[src/rtl/muldiv_hilo.sv]
// muldiv_hilo: multi-cycle multiply/divide unit that owns the HI/LO registers.
//
// It runs the mult/multu/div/divu operations beside the EX-stage ALU. The ALU then
// needs no combinational 64-bit multiplier or divider. The unit also serves mthi/mtlo
// writes and exposes HI/LO directly for mfhi/mflo.
//
// Ports:
//   clk, rst_n     clock (rising edge), asynchronous active-low reset
//   start, op      launch an operation when idle
//                  op: 00 mult, 01 multu, 10 div, 11 divu
//   x, y           multiplicand/dividend, multiplier/divisor
//   mthi, mtlo     write wdata to HI and/or LO (idle only; start has priority)
//   wdata          data for mthi/mtlo
//   busy           operation in flight (registered, equals state != IDLE)
//   done           one-cycle pulse after HI/LO were written by an operation
//   div_by_zero    valid with done: the last div/divu had y == 0
//   hi, lo         HI and LO registers
//
// Timing: start is sampled at edge t0. The unit runs WIDTH CALC steps at edges
// t0+1 .. t0+WIDTH. FIX takes two cycles: the first applies sign correction and the
// second commits HI/LO, so the results appear at t0+WIDTH+2. A division by zero
// skips CALC and commits at t0+2.
module muldiv_hilo #(
  parameter int WIDTH = 32
) (
  input  logic             clk,
  input  logic             rst_n,
  input  logic             start,
  input  logic [1:0]       op,
  input  logic [WIDTH-1:0] x,
  input  logic [WIDTH-1:0] y,
  input  logic             mthi,
  input  logic             mtlo,
  input  logic [WIDTH-1:0] wdata,
  output logic             busy,
  output logic             done,
  output logic             div_by_zero,
  output logic [WIDTH-1:0] hi,
  output logic [WIDTH-1:0] lo
);

  localparam int CW = $clog2(WIDTH);

  typedef enum logic [1:0] {
    S_IDLE = 2'd0,
    S_CALC = 2'd1,
    S_FIX  = 2'd2
  } state_t;

  state_t           state_q, state_d;
  logic             is_div_q, is_div_d;
  logic             neg_q, neg_d;      // product / quotient must be negated
  logic             rneg_q, rneg_d;    // remainder must be negated (dividend sign)
  logic             dz_q, dz_d;
  logic [CW-1:0]    cnt_q, cnt_d;
  // Multiply: {acc, a} is the running product, b is |multiplicand|.
  // Divide:   a shifts the dividend out and the quotient in, acc is the partial
  //           remainder, b is |divisor|.
  logic [WIDTH-1:0] a_q, a_d;
  logic [WIDTH-1:0] b_q, b_d;
  logic [WIDTH-1:0] acc_q, acc_d;
  logic [WIDTH-1:0] hi_q, hi_d;
  logic [WIDTH-1:0] lo_q, lo_d;
  logic             busy_q, busy_d;
  logic             done_q, done_d;
  logic             div_by_zero_q, div_by_zero_d;

  logic             signed_op;
  logic [WIDTH-1:0] abs_x, abs_y;
  logic [WIDTH:0]   mul_sum;
  logic [WIDTH:0]   div_shift, div_diff;
  logic [2*WIDTH-1:0] prod_neg;

  always_comb begin
    // NOTE: every signal assigned here gets a default first; a path that left one
    // unassigned would infer a latch.
    state_d       = state_q;
    is_div_d      = is_div_q;
    neg_d         = neg_q;
    rneg_d        = rneg_q;
    dz_d          = dz_q;
    cnt_d         = cnt_q;
    a_d           = a_q;
    b_d           = b_q;
    acc_d         = acc_q;
    hi_d          = hi_q;
    lo_d          = lo_q;
    done_d        = 1'b0;
    div_by_zero_d = div_by_zero_q;

    // Two's-complement negation of the most negative value returns the same bit
    // pattern. Read as unsigned, that is its correct magnitude, so 0x80000000 needs
    // no special case.
    signed_op = ~op[0];
    abs_x     = (signed_op && x[WIDTH-1]) ? -x : x;
    abs_y     = (signed_op && y[WIDTH-1]) ? -y : y;

    mul_sum   = {1'b0, acc_q} + (a_q[0] ? {1'b0, b_q} : '0);
    div_shift = {acc_q, a_q[WIDTH-1]};
    div_diff  = div_shift - {1'b0, b_q};
    prod_neg  = -{acc_q, a_q};

    unique case (state_q)
      S_IDLE: begin
        if (start) begin
          is_div_d = op[1];
          cnt_d    = '0;
          if (op[1] && (y == '0)) begin
            // The divide-by-zero result is known up front. It goes through FIX with
            // both sign flags cleared, so FIX leaves it unchanged.
            acc_d   = x;
            a_d     = '1;
            b_d     = '0;
            neg_d   = 1'b0;
            rneg_d  = 1'b0;
            dz_d    = 1'b1;
            state_d = S_FIX;
          end else begin
            a_d     = op[1] ? abs_x : abs_y;
            b_d     = op[1] ? abs_y : abs_x;
            acc_d   = '0;
            neg_d   = signed_op & (x[WIDTH-1] ^ y[WIDTH-1]);
            rneg_d  = op[1] & signed_op & x[WIDTH-1];
            dz_d    = 1'b0;
            state_d = S_CALC;
          end
        end else begin
          if (mthi) hi_d = wdata;
          if (mtlo) lo_d = wdata;
        end
      end

      S_CALC: begin
        if (is_div_q) begin
          // Restoring step: keep the trial subtraction only when it does not borrow.
          if (!div_diff[WIDTH]) begin
            acc_d = div_diff[WIDTH-1:0];
            a_d   = {a_q[WIDTH-2:0], 1'b1};
          end else begin
            acc_d = div_shift[WIDTH-1:0];
            a_d   = {a_q[WIDTH-2:0], 1'b0};
          end
        end else begin
          // Shift-add step: conditionally add, then shift the product right with its carry.
          acc_d = mul_sum[WIDTH:1];
          a_d   = {mul_sum[0], a_q[WIDTH-1:1]};
        end
        cnt_d = cnt_q + CW'(1);
        if (cnt_q == CW'(WIDTH - 1)) begin
          cnt_d   = '0;
          state_d = S_FIX;
        end
      end

      S_FIX: begin
        if (cnt_q == '0) begin
          cnt_d = CW'(1);
          if (!is_div_q) begin
            if (neg_q) {acc_d, a_d} = prod_neg;
          end else begin
            if (neg_q)  a_d   = -a_q;
            if (rneg_q) acc_d = -acc_q;
          end
        end else begin
          hi_d          = acc_q;
          lo_d          = a_q;
          done_d        = 1'b1;
          div_by_zero_d = dz_q;
          cnt_d         = '0;
          state_d       = S_IDLE;
        end
      end

      default: state_d = S_IDLE;
    endcase

    busy_d = (state_d != S_IDLE);
  end

  // NOTE: the datapath registers are reset as well. A reset in mid-operation
  // therefore leaves no partial product or remainder behind.
  always_ff @(posedge clk or negedge rst_n) begin
    if (!rst_n) begin
      state_q       <= S_IDLE;
      is_div_q      <= 1'b0;
      neg_q         <= 1'b0;
      rneg_q        <= 1'b0;
      dz_q          <= 1'b0;
      cnt_q         <= '0;
      a_q           <= '0;
      b_q           <= '0;
      acc_q         <= '0;
      hi_q          <= '0;
      lo_q          <= '0;
      busy_q        <= 1'b0;
      done_q        <= 1'b0;
      div_by_zero_q <= 1'b0;
    end else begin
      // NOTE: state updates use non-blocking assignments, so all flops sample the
      // values from before the edge.
      state_q       <= state_d;
      is_div_q      <= is_div_d;
      neg_q         <= neg_d;
      rneg_q        <= rneg_d;
      dz_q          <= dz_d;
      cnt_q         <= cnt_d;
      a_q           <= a_d;
      b_q           <= b_d;
      acc_q         <= acc_d;
      hi_q          <= hi_d;
      lo_q          <= lo_d;
      busy_q        <= busy_d;
      done_q        <= done_d;
      div_by_zero_q <= div_by_zero_d;
    end
  end

  assign busy        = busy_q;
  assign done        = done_q;
  assign div_by_zero = div_by_zero_q;
  assign hi          = hi_q;
  assign lo          = lo_q;

endmodule

[config.mk]
export PLATFORM = sky130hd
export DESIGN_NAME = muldiv_hilo
export DESIGN_NICKNAME = d
export VERILOG_FILES = /design/src/rtl/muldiv_hilo.sv
export SDC_FILE = /design/constraint.sdc
export NUM_CORES = 1
export LEC_CHECK = 0
export ABC_AREA = 0
export BUFFER_PORTS_ARGS = -buffer_cell sky130_fd_sc_hd__buf_2
export CORE_MARGIN = 2
export CORE_UTILIZATION = 27
export CTS_BUF_LIST = sky130_fd_sc_hd__clkbuf_16
export CTS_CLUSTER_SIZE = 20
export DETAILED_ROUTE_END_ITERATION = 8
export GPL_ROUTABILITY_DRIVEN = 1
export PLACE_DENSITY_LB_ADDON = 0.2
export RECOVER_POWER = 25
export SKIP_CTS_REPAIR_TIMING = 1
export SYNTH_ARGS = -nofsm -noshare
export SYNTH_HDL_FRONTEND = slang
export SYNTH_SLANG_ARGS = --single-unit
[constraint.sdc]
create_clock -name clk -period 8.3 [get_ports clk]
set_clock_uncertainty 0.1 [all_clocks]
set_input_delay 0 -clock clk [delete_from_list [all_inputs] [get_ports clk]]
set_output_delay 0 -clock clk [all_outputs]
set_load 0.01 [all_outputs]
==> qor.yml <==
finalHoldViolCount: 4
vias_per_cell: 5.71
multi_input_area_um2: 11000
grt_setup_unrepaired: "no"
hold_path_class: "in2reg"
rows: 89
die_h_um: 249
wl_per_cell_um: 23.8
dieArea_um2: 61800
drc: 0
start_util_pct: 27.4
grt_max_degree: 113
antenna_found_initial: 1
hold_slack_ns: -0.0283
overflow: 0
fillers: 6403
drt-initial-drc-count: 1962
final_cell_mix: "301 x a21oi_1, 257 x nor2_1, 206 x nand2_1"
tightest_slew_ns: 1.25
drv_slew: 0
hpwl_um: 55500
core_um2: 59000
synth_nets: 2342
layout.nets: 2479
endpoint: "acc_q[26]"
start_kind: "register"
crit_path_end_kind: "register"
utilization_pct: 31.9
maxCapViolCount: 0
syn_inst: 2162
r2r_cells: 13
yosysSeqAreaShare_pct: 27.0
syn_area_um2: 16100
area_growth_pct: 16.5
yosysWarnings: 0
path_clk_slew_ns: 0.08
synth_edf_count: 0
ios: 170
hold_start: "x[10]"
synth_flop_cell: "dfrtp_1"
final_layout_size_suffix_gt1_share_pct: 10.5
netlist_top_cells_area: "dfrtp_1 27%, a21oi_1 9.4%, nor2_1 6.0%"
clock.fmax_mhz: 217
rr_startpoint: "a_q[0]"
wl_um: 73500
yosysTopAreaCell: "dfrtp_1"
rr_endpoint: "acc_q[26]"
clockBufferDepth: 2
final_common_cell: "a21oi_1"
p_leak_nw: 7.82
seqCellArea_um2: 4360
cts_tree: "yes"
tns_ns: 0
gp_congestion: 0.960
ant_nets: 0
synth-seq-cells: 174
power_density_nw_per_um2: 400
synth_top_area_share_pct: 27.0
cts_sinks: 174
syn_avg_cell_area_um2: 7.47
htree_levels: 4
io_buffers: 169
violations: "hold timing"
die_w_um: 249
path_max_fanout: 31
criticalPathCategory: "reg2reg"
clk_latency_ns: 0.48
cp.arrival_ns: 4.91
period_share_pct: 55.5
startpoint: "a_q[0]"
ff2ff_setup_slack_ns: 3.69
irDropWorstVdd_uv: 206
numCtsBuffers: 17
grt_pass1_wl_um: 107000
slew_headroom_pct: 16.9
ys_async_sr_fraction_pct: 100
first_pass_iters: 6
worstPathRequired_ns: 8.61
status: "finished with violations"
grt_usage_pct: 22.8
period_needed_ns: 4.61
grt_pass1_vias: 16243
synth_cell_types: 80
cts_root_buf: "clkbuf_16"
via_count: 17607
finalSetupViolCount: 0
==> power by group <==
group          switching, mW  internal [mW]
Clock                  0.405          0.447
Sequential             0.631           1.23
Combinational           3.05           1.76
==> registers in the layout, summed over array words and instances (netlist names) <==
signal,flops
dz_q,1
hi,32
done,1
state_q,2
div_by_zero,1
b_q,32
cnt_q,5
is_div_q,1
neg_q,1
lo,32
acc_q,32
a_q,32
busy,1
rneg_q,1
==> per-stage QoR <==
| step | total power [mW] | area, um^2 | cells | setup slack (ns) | hold slack [ns] |
|---|---|---|---|---|---|
| floorplan | 4.84 | 16100 | 2162 | 4.50 | -0.396 |
| global placement | 6.55 | 17700 | 2993 | 3.84 | 0.131 |
| detailed placement | 6.58 | 17700 | 2993 | 3.82 | 0.134 |
| CTS | 7.45 | 18300 | 3025 | 3.78 | -0.373 |
| global route | 8.02 | 18800 | 3085 | 3.41 | 0.00134 |
| finish | 7.52 | 18800 | 3086 | 3.69 | -0.0283 |
==> critical path: stages, from the launching register on <==
cell and delay, ns:
dfrtp_1 0.43, inv_1 0.12, buf_4 0.37, nor2_1 0.10, ha_1 0.35, a21o_1 0.19
a311o_1 0.37, a221o_1 0.38, a2111oi_0 0.68, a21oi_1 0.24, a21boi_0 0.41, o21bai_1 0.17
or4b_1 0.48, nand3_1 0.10
==> logic make-up (layout without fill, tap and decap cells) <==
group,after synthesis,after routing,share of synthesized area [%]
compound gates,754,754,28.8
simple gates,747,747,21.8
buf+inv,218,368,5.13
flops,174,174,27.0
xor+xnor,124,124,6.73
fa+ha+maj,77,77,6.06
mux,68,68,4.44
other cells,0,1,0
==> routing by layer <==
layer	vias up	share of wire [%]	wire length (um)	track usage, %
met5	-	0	0	0
met2	751	45	32800	35.4
li1	8132	-	-	-
met4	0	2.8	2020	7.01
met1	8610	45	32900	32.1
met3	114	7.8	5760	3.71
==> worst min path at each step <==
stage	endpoint	slack, ns	cells after the start
2_1_floorplan	a_q[0]	-0.40	0
3_3_place_gp	lo[22]	0.13	1
3_5_place_dp	lo[22]	0.13	1
4_1_cts	lo[22]	-0.37	1
5_1_grt	b_q[6]	0.001	4
6_report	acc_q[10]	-0.03	5
==> Yosys cell counts (all sizes together), types with 23 or more instances <==
cell / n
o31ai: 34
nor2b: 37
o21ai: 155
mux2: 29
nand2: 207
a21oi: 304
mux2i: 39
nor3: 47
dfrtp: 174
a21o: 30
buf: 23
ha: 75
clkbuf: 111
xor2: 49
xnor2: 75
a31oi: 23
inv: 80
nor4: 30
nand3: 37
nor2: 258
==> area by class of cell <==
cell class                      count  share of cell area [%]
Clock buffer                       17                    2.26
Multi-Input combinational cell   1770                    58.5
Inverter                           84                    1.68
Antenna cell                        1                  0.0133
Tap cell                          773                    5.14
Timing Repair Buffer              252                    8.38
Clock inverter                     15                   0.825
Sequential cell                   174                    23.2
Power figures use the tool's default switching activity.
